===== src/rtl/acortex_st_upsizer_16to32.sv =====
// acortex_st_upsizer_16to32
//   Avalon-ST adapter that packs a 16-bit audio sample stream into 32-bit
//   words for the limbus_sys fabric. The first beat of each pair lands in the
//   upper half of the output word. Packet framing (sop/eop/empty) is kept.
//
// Ports
//   clk, reset_n            clock, asynchronous active-low reset
//   in_ready                sink ready (depends only on output register state)
//   in_valid                sink beat valid
//   in_data[15:0]           sink data, [15:8] is the first symbol
//   in_startofpacket        first beat of a packet
//   in_endofpacket          last beat of a packet
//   in_empty                empty symbols in the last beat (used only with eop)
//   out_ready               source backpressure
//   out_valid               source word valid
//   out_data[31:0]          packed word, [31:16] first beat, [15:0] second beat
//   out_startofpacket       word holds the packet's first beat
//   out_endofpacket         word holds the packet's last beat
//   out_empty[1:0]          empty symbols in the last word
//   err_orphan              one-cycle pulse: held half-word dropped because a
//                           new sop arrived before the previous packet's eop
module acortex_st_upsizer_16to32 (
  input  logic        clk,
  input  logic        reset_n,
  output logic        in_ready,
  input  logic        in_valid,
  input  logic [15:0] in_data,
  input  logic        in_startofpacket,
  input  logic        in_endofpacket,
  input  logic        in_empty,
  input  logic        out_ready,
  output logic        out_valid,
  output logic [31:0] out_data,
  output logic        out_startofpacket,
  output logic        out_endofpacket,
  output logic [1:0]  out_empty,
  output logic        err_orphan
);

  typedef enum logic {
    PH_HI = 1'b0,  // waiting for the upper half of a word
    PH_LO = 1'b1   // upper half held, waiting for the lower half
  } phase_t;

  phase_t      phase;
  phase_t      phase_nxt;
  logic [15:0] hold_data;
  logic        hold_sop;

  logic        accept;
  logic        produce;
  logic        store;
  logic        orphan;
  logic [31:0] word_data;
  logic        word_sop;
  logic        word_eop;
  logic [1:0]  word_empty;

  // The output register can take a new word whenever it is empty or being
  // drained; every accepted beat therefore has a free output slot.
  assign in_ready = ~out_valid | out_ready;
  assign accept   = in_valid & in_ready;

  always_comb begin
    phase_nxt  = phase;
    produce    = 1'b0;
    store      = 1'b0;
    orphan     = 1'b0;
    word_data  = 32'h0000_0000;
    word_sop   = 1'b0;
    word_eop   = 1'b0;
    word_empty = 2'd0;
    if (accept) begin
      // A sop while a half is held restarts packing: the held half is dropped.
      if ((phase == PH_HI) || in_startofpacket) begin
        orphan = (phase == PH_LO);
        if (in_endofpacket) begin
          // Lone last beat: pad the lower half and count it as empty.
          produce    = 1'b1;
          word_data  = {in_data, 16'h0000};
          word_sop   = in_startofpacket;
          word_eop   = 1'b1;
          word_empty = 2'd2 + {1'b0, in_empty};
          phase_nxt  = PH_HI;
        end else begin
          store     = 1'b1;
          phase_nxt = PH_LO;
        end
      end else begin
        produce    = 1'b1;
        word_data  = {hold_data, in_data};
        word_sop   = hold_sop;
        word_eop   = in_endofpacket;
        word_empty = in_endofpacket ? {1'b0, in_empty} : 2'd0;
        phase_nxt  = PH_HI;
      end
    end
  end

  always_ff @(posedge clk or negedge reset_n) begin
    if (!reset_n) begin
      phase             <= PH_HI;
      hold_data         <= 16'h0000;
      hold_sop          <= 1'b0;
      out_valid         <= 1'b0;
      out_data          <= 32'h0000_0000;
      out_startofpacket <= 1'b0;
      out_endofpacket   <= 1'b0;
      out_empty         <= 2'd0;
      err_orphan        <= 1'b0;
    end else begin
      err_orphan <= orphan;
      if (accept) begin
        phase <= phase_nxt;
      end
      if (store) begin
        hold_data <= in_data;
        hold_sop  <= in_startofpacket;
      end
      // Output stage: reload when free; valid drops if nothing was produced.
      if (in_ready) begin
        out_valid <= produce;
        if (produce) begin
          out_data          <= word_data;
          out_startofpacket <= word_sop;
          out_endofpacket   <= word_eop;
          out_empty         <= word_empty;
        end
      end
    end
  end

endmodule


===== config.mk =====
export PLATFORM = sky130hd
export DESIGN_NAME = acortex_st_upsizer_16to32
export DESIGN_NICKNAME = d
export VERILOG_FILES = /design/src/rtl/acortex_st_upsizer_16to32.sv
export SDC_FILE = /design/constraint.sdc
export NUM_CORES = 1
export LEC_CHECK = 0
export CORE_MARGIN = 1
export CORE_UTILIZATION = 35
export DETAILED_ROUTE_END_ITERATION = 10
export PLACE_DENSITY = 0.61
export SYNTH_ARGS = -nofsm -noshare
export SYNTH_HDL_FRONTEND = slang
export SYNTH_SLANG_ARGS = --single-unit

===== constraint.sdc =====
create_clock -name clk -period 1.5 [get_ports clk]
set_input_delay 0.3 -clock clk [delete_from_list [all_inputs] [get_ports clk]]
set_output_delay 0.3 -clock clk [all_outputs]
set_load 0.02 [all_outputs]

# After elaboration in Yosys (flattened, before gate mapping)
# Index checks and enable logic that the tools add are counted.
# op_classes
addsub,1
n_mux,20
bitwise,4
reduce_logical,2
# ops
operator,count
$mux 32,3
$mux 1,14
$mux 2,3
$add 2x1->2 const A,1
$not 1->1,2
$reduce_and 2->1,1
$and 1x1->1,1
$logic_or 1x1->1,1
$or 1x1->1,1
# totals
ff_bits,56
in_bits,23
output_inout_bits,39
word_cells,36

# Longest topological paths before layout
# depth
word_depth,5
depth_mapped,6

# Least setup slack after synthesis
# No wires, ideal clock.
# synth_timing
path_type,register to register
start,register phase
end,register out_data[22]
t_arrival_ps,1375
path_slack_ps,0
stages_incl_launch_ff,6
path_cell_list,dfrtp_1 > nor2b_1 > buf_6 > o211ai_4 > buf_8 > mux2_4
# synth_via
elab_chain_cells,5
elab_cells_between_ends,7
cone_classes,mux: 4; bitwise: 1; reduce/logical: 2
# synth_rtl
item,line_no,source
"start, declared",45,phase_t phase;
"start signal, assigned",114,phase <= phase_nxt;
$not 1->1 *,75,if ((phase == PH_HI) || in_startofpacket) begin
$logic_or 1x1->1 *,75,
$mux 1,75,
$mux 1,73,if (accept) begin
$reduce_and 2->1 (no source line),n/a,
"end signal, assigned",124,out_data <= word_data;
"end, declared",33,"output logic [31:0] out_data,"
# Every way passes the cells marked *; elsewhere a longest branch is shown, timed or not.
# A chain may end at the register's enable or synchronous reset.

# Worst setup path after layout
# layout_timing
start,register phase
end,register out_data[16]
# Same word-level chain as after synthesis.

==> metrics.txt <==
initial antenna violation count 0; vias in the first global route approximately 1800; Yosys warnings 0; Post-DP HPWL 3600 um; io pins slightly above 60; H-tree depth 2; FMAX 0.679 GHz; Max Clock Skew between 8 and 9 ps; critical-path maximum fanout 10; FILL cells 625; Netlist Area Pre-Place ~0.0025 sq mm; reg-to-reg startpoint phase; CP Launch Type flip-flop; Clock Latency Late Sink approximately 300 ps; first-pass GRT wire length 9470 um; DP Worst Slack -335 ps; Worst Max-Slew Pin Slew 351 ps; FF-to-FF setup slack between 20 and 30 ps; DR iter-0 viols 52; Mapped Nets about 210; Final Hold Fails 0; antenna-violating nets left 0; sequential fraction of the synthesis area a little under three fifths; fraction of registers with async set/reset 100%; critical path arrival around 1700 ps; min-delay worst type input port to async pin; R2R depth 4; Setup crit end kind flip-flop; Top Family by Delay on Critical Path flip-flops; P_sw around 1.3 mW; via/cell ratio between 4 and 5; DR vias 1739; final setup margin 28.0 ps; Net count, final 283; R2R Path End out_data[16]; CP bufs+invs 1; Slew Viols, Final 0; cell taking the most area after synthesis dfrtp_1; logic gate share of total power about a third; WP data required approximately 1700 ps; CTS buffer count 5; Synth Flop Type dfrtp_1; slew margin rel. approximately three quarters; flop and latch count out of synthesis 56; Layout area overhead 39.9%; total power between 4 and 5 mW; Crit Path Class flip-flop to flip-flop; most frequent cells after synthesis dfrtp_1, mux2_2, a22o_1, nand2_1; Die Ht approximately 86 um; TNS Setup 0 ps; initial core utilization a little over a third; uppermost layer routed met4; Core Box Area roughly 0.0068 sq mm; critical path's slowest cell dfrtp_1; Congestion Overflow GR 0; area of the multi-input gates slightly below 0.001 sq mm; share of layout cells above drive strength 1 25.9%; total track usage approximately 17%; Die Area between 0.007 and 0.008 sq mm; max_cap viols 0; CTS sink count 56; GPL Wtd Cong around 0.7; Min Hold Slack 440 ps; root buffer cell clkbuf_8; Routed Wire Length ~5600 um; Syn Inst Count around 190; Leak about 1.7 nW; Metal-1 WL between 2000 and 3000 um; clock slew at reported path FFs around 90 ps; Synth cell types 27; Wirelength per Cell approximately 16 um; endpoints failing setup 0; CTS tree done; Tcrit/Tclk final ~98%; largest net degree at the start of global routing between 40 and 50; TritonRoute pass-1 iters 4; most area-consuming cells after synthesis dfrtp_1, mux2_2, mux2_4; chip width 85.8 um; min cycle time layout around 1500 ps; RSZ-0062 raised after global routing yes; most common cell in the netlist dfrtp_1; Synth top area share between 50% and 60%; Register Area about 0.0014 sq mm; met3 WL 112 um; Mean Syn Cell Area around 13 sq um; switching portion of total power approximately 30%; pwr/cell area 1290 mW/mm^2; Seq pwr share between 40% and 50%; port bufs 61; Placement Rows 30; clock power share 20.7%; Placed Area 0.00328 sq mm; status complete, no violations; total stage count of the critical path 4; EDFF count, synth 0; design area between 0.003 and 0.004 sq mm; cell internal pwr slightly above 3 mW; # diodes 0; cells along the critical path nor2b_4, o211ai_4, buf_8, mux2_2; Met2 Wirelength 2820 um; drt drc 0; maximum vdd drop 403 uV; CP max stage delay between 300 and 400 ps; Max clock buf depth 2
## power groups by stage
stage,Combinational (mW),Sequential (mW),Clock (mW)
floorplan,0.585,2.33,0
global placement,1.58,2.07,0
detailed placement,1.60,2.09,0
CTS,1.50,2.05,0.953
global route,1.60,2.10,1.02
finish,1.49,2.05,0.920
## worst max path at each step
stage / startpoint / to / slack (ps)
final: phase / out_data[16] / 30
after global routing: phase / out_data[17] / -30
after CTS: phase / out_data[26] / -10
after detailed placement: in_startofpacket / out_data[18] / -330
after global placement: in_startofpacket / out_data[19] / -320
after floorplan: phase / out_data[22] / 9
## through the flow
| stage | instances | util (%) |
|---|---|---|
| 5_1_grt | 355 | 50.6 |
| 4_1_cts | 354 | 50.5 |
| 2_1_floorplan | 185 | - |
| 6_report | 355 | 50.6 |
| 3_3_place_gp | 343 | 48.2 |
| 3_5_place_dp | 343 | 48.2 |
## kinds of logic after synthesis
family / count (synthesis) / synth area share, %
AOI/OAI and AO/OA: 38 / 11.5
buffers and inverters: 16 / 4.22
DFF: 56 / 57.0
muxes: 34 / 17.1
and+or+nand+nor: 41 / 10.2
## cells in the final DEF, fill, tap and decap left out, drive strengths merged, types with 2 or more instances in the layout
master,count
dfrtp,56
dlygate4sd2,39
mux2,34
buf,21
clkdlybuf4s50,18
a22o,17
nand2,17
nand3b,16
o21ai,16
clkbuf,5
and3,2
dlymetal6s2s,2
nand2b,2
## sequential cells by signal, summed over array words and instances (netlist names)
register / count
out_startofpacket: 1
out_endofpacket: 1
out_empty: 2
hold_data: 16
phase: 1
out_valid: 1
hold_sop: 1
out_data: 32
err_orphan: 1
## cell type report
cell class	instances	area share (%)
Clock buffer	5	2.00
Clock inverter	1	0.873
Inverter	1	0.109
Multi-Input combinational cell	113	28.3
Sequential cell	56	40.7
Tap cell	96	3.49
Timing Repair Buffer	83	24.5
## per-layer routing
layer | up-vias | track usage (%)
met5 | - | 0
met4 | 0 | 5.00
met3 | 4 | 2.02
met2 | 29 | 28.9
met1 | 894 | 21.7
li1 | 812 | -
## repair_timing
action                     4_1_cts  5_1_grt
pin swaps                        1        1
setup endpoints to repair       46       18
hold endpoints to repair        13        0
cloned                           2        0
hold buffers                     1        0
resized for setup               44        7
buffers inserted                 2        2
No activity file was read; power rests on OpenSTA's default activity.
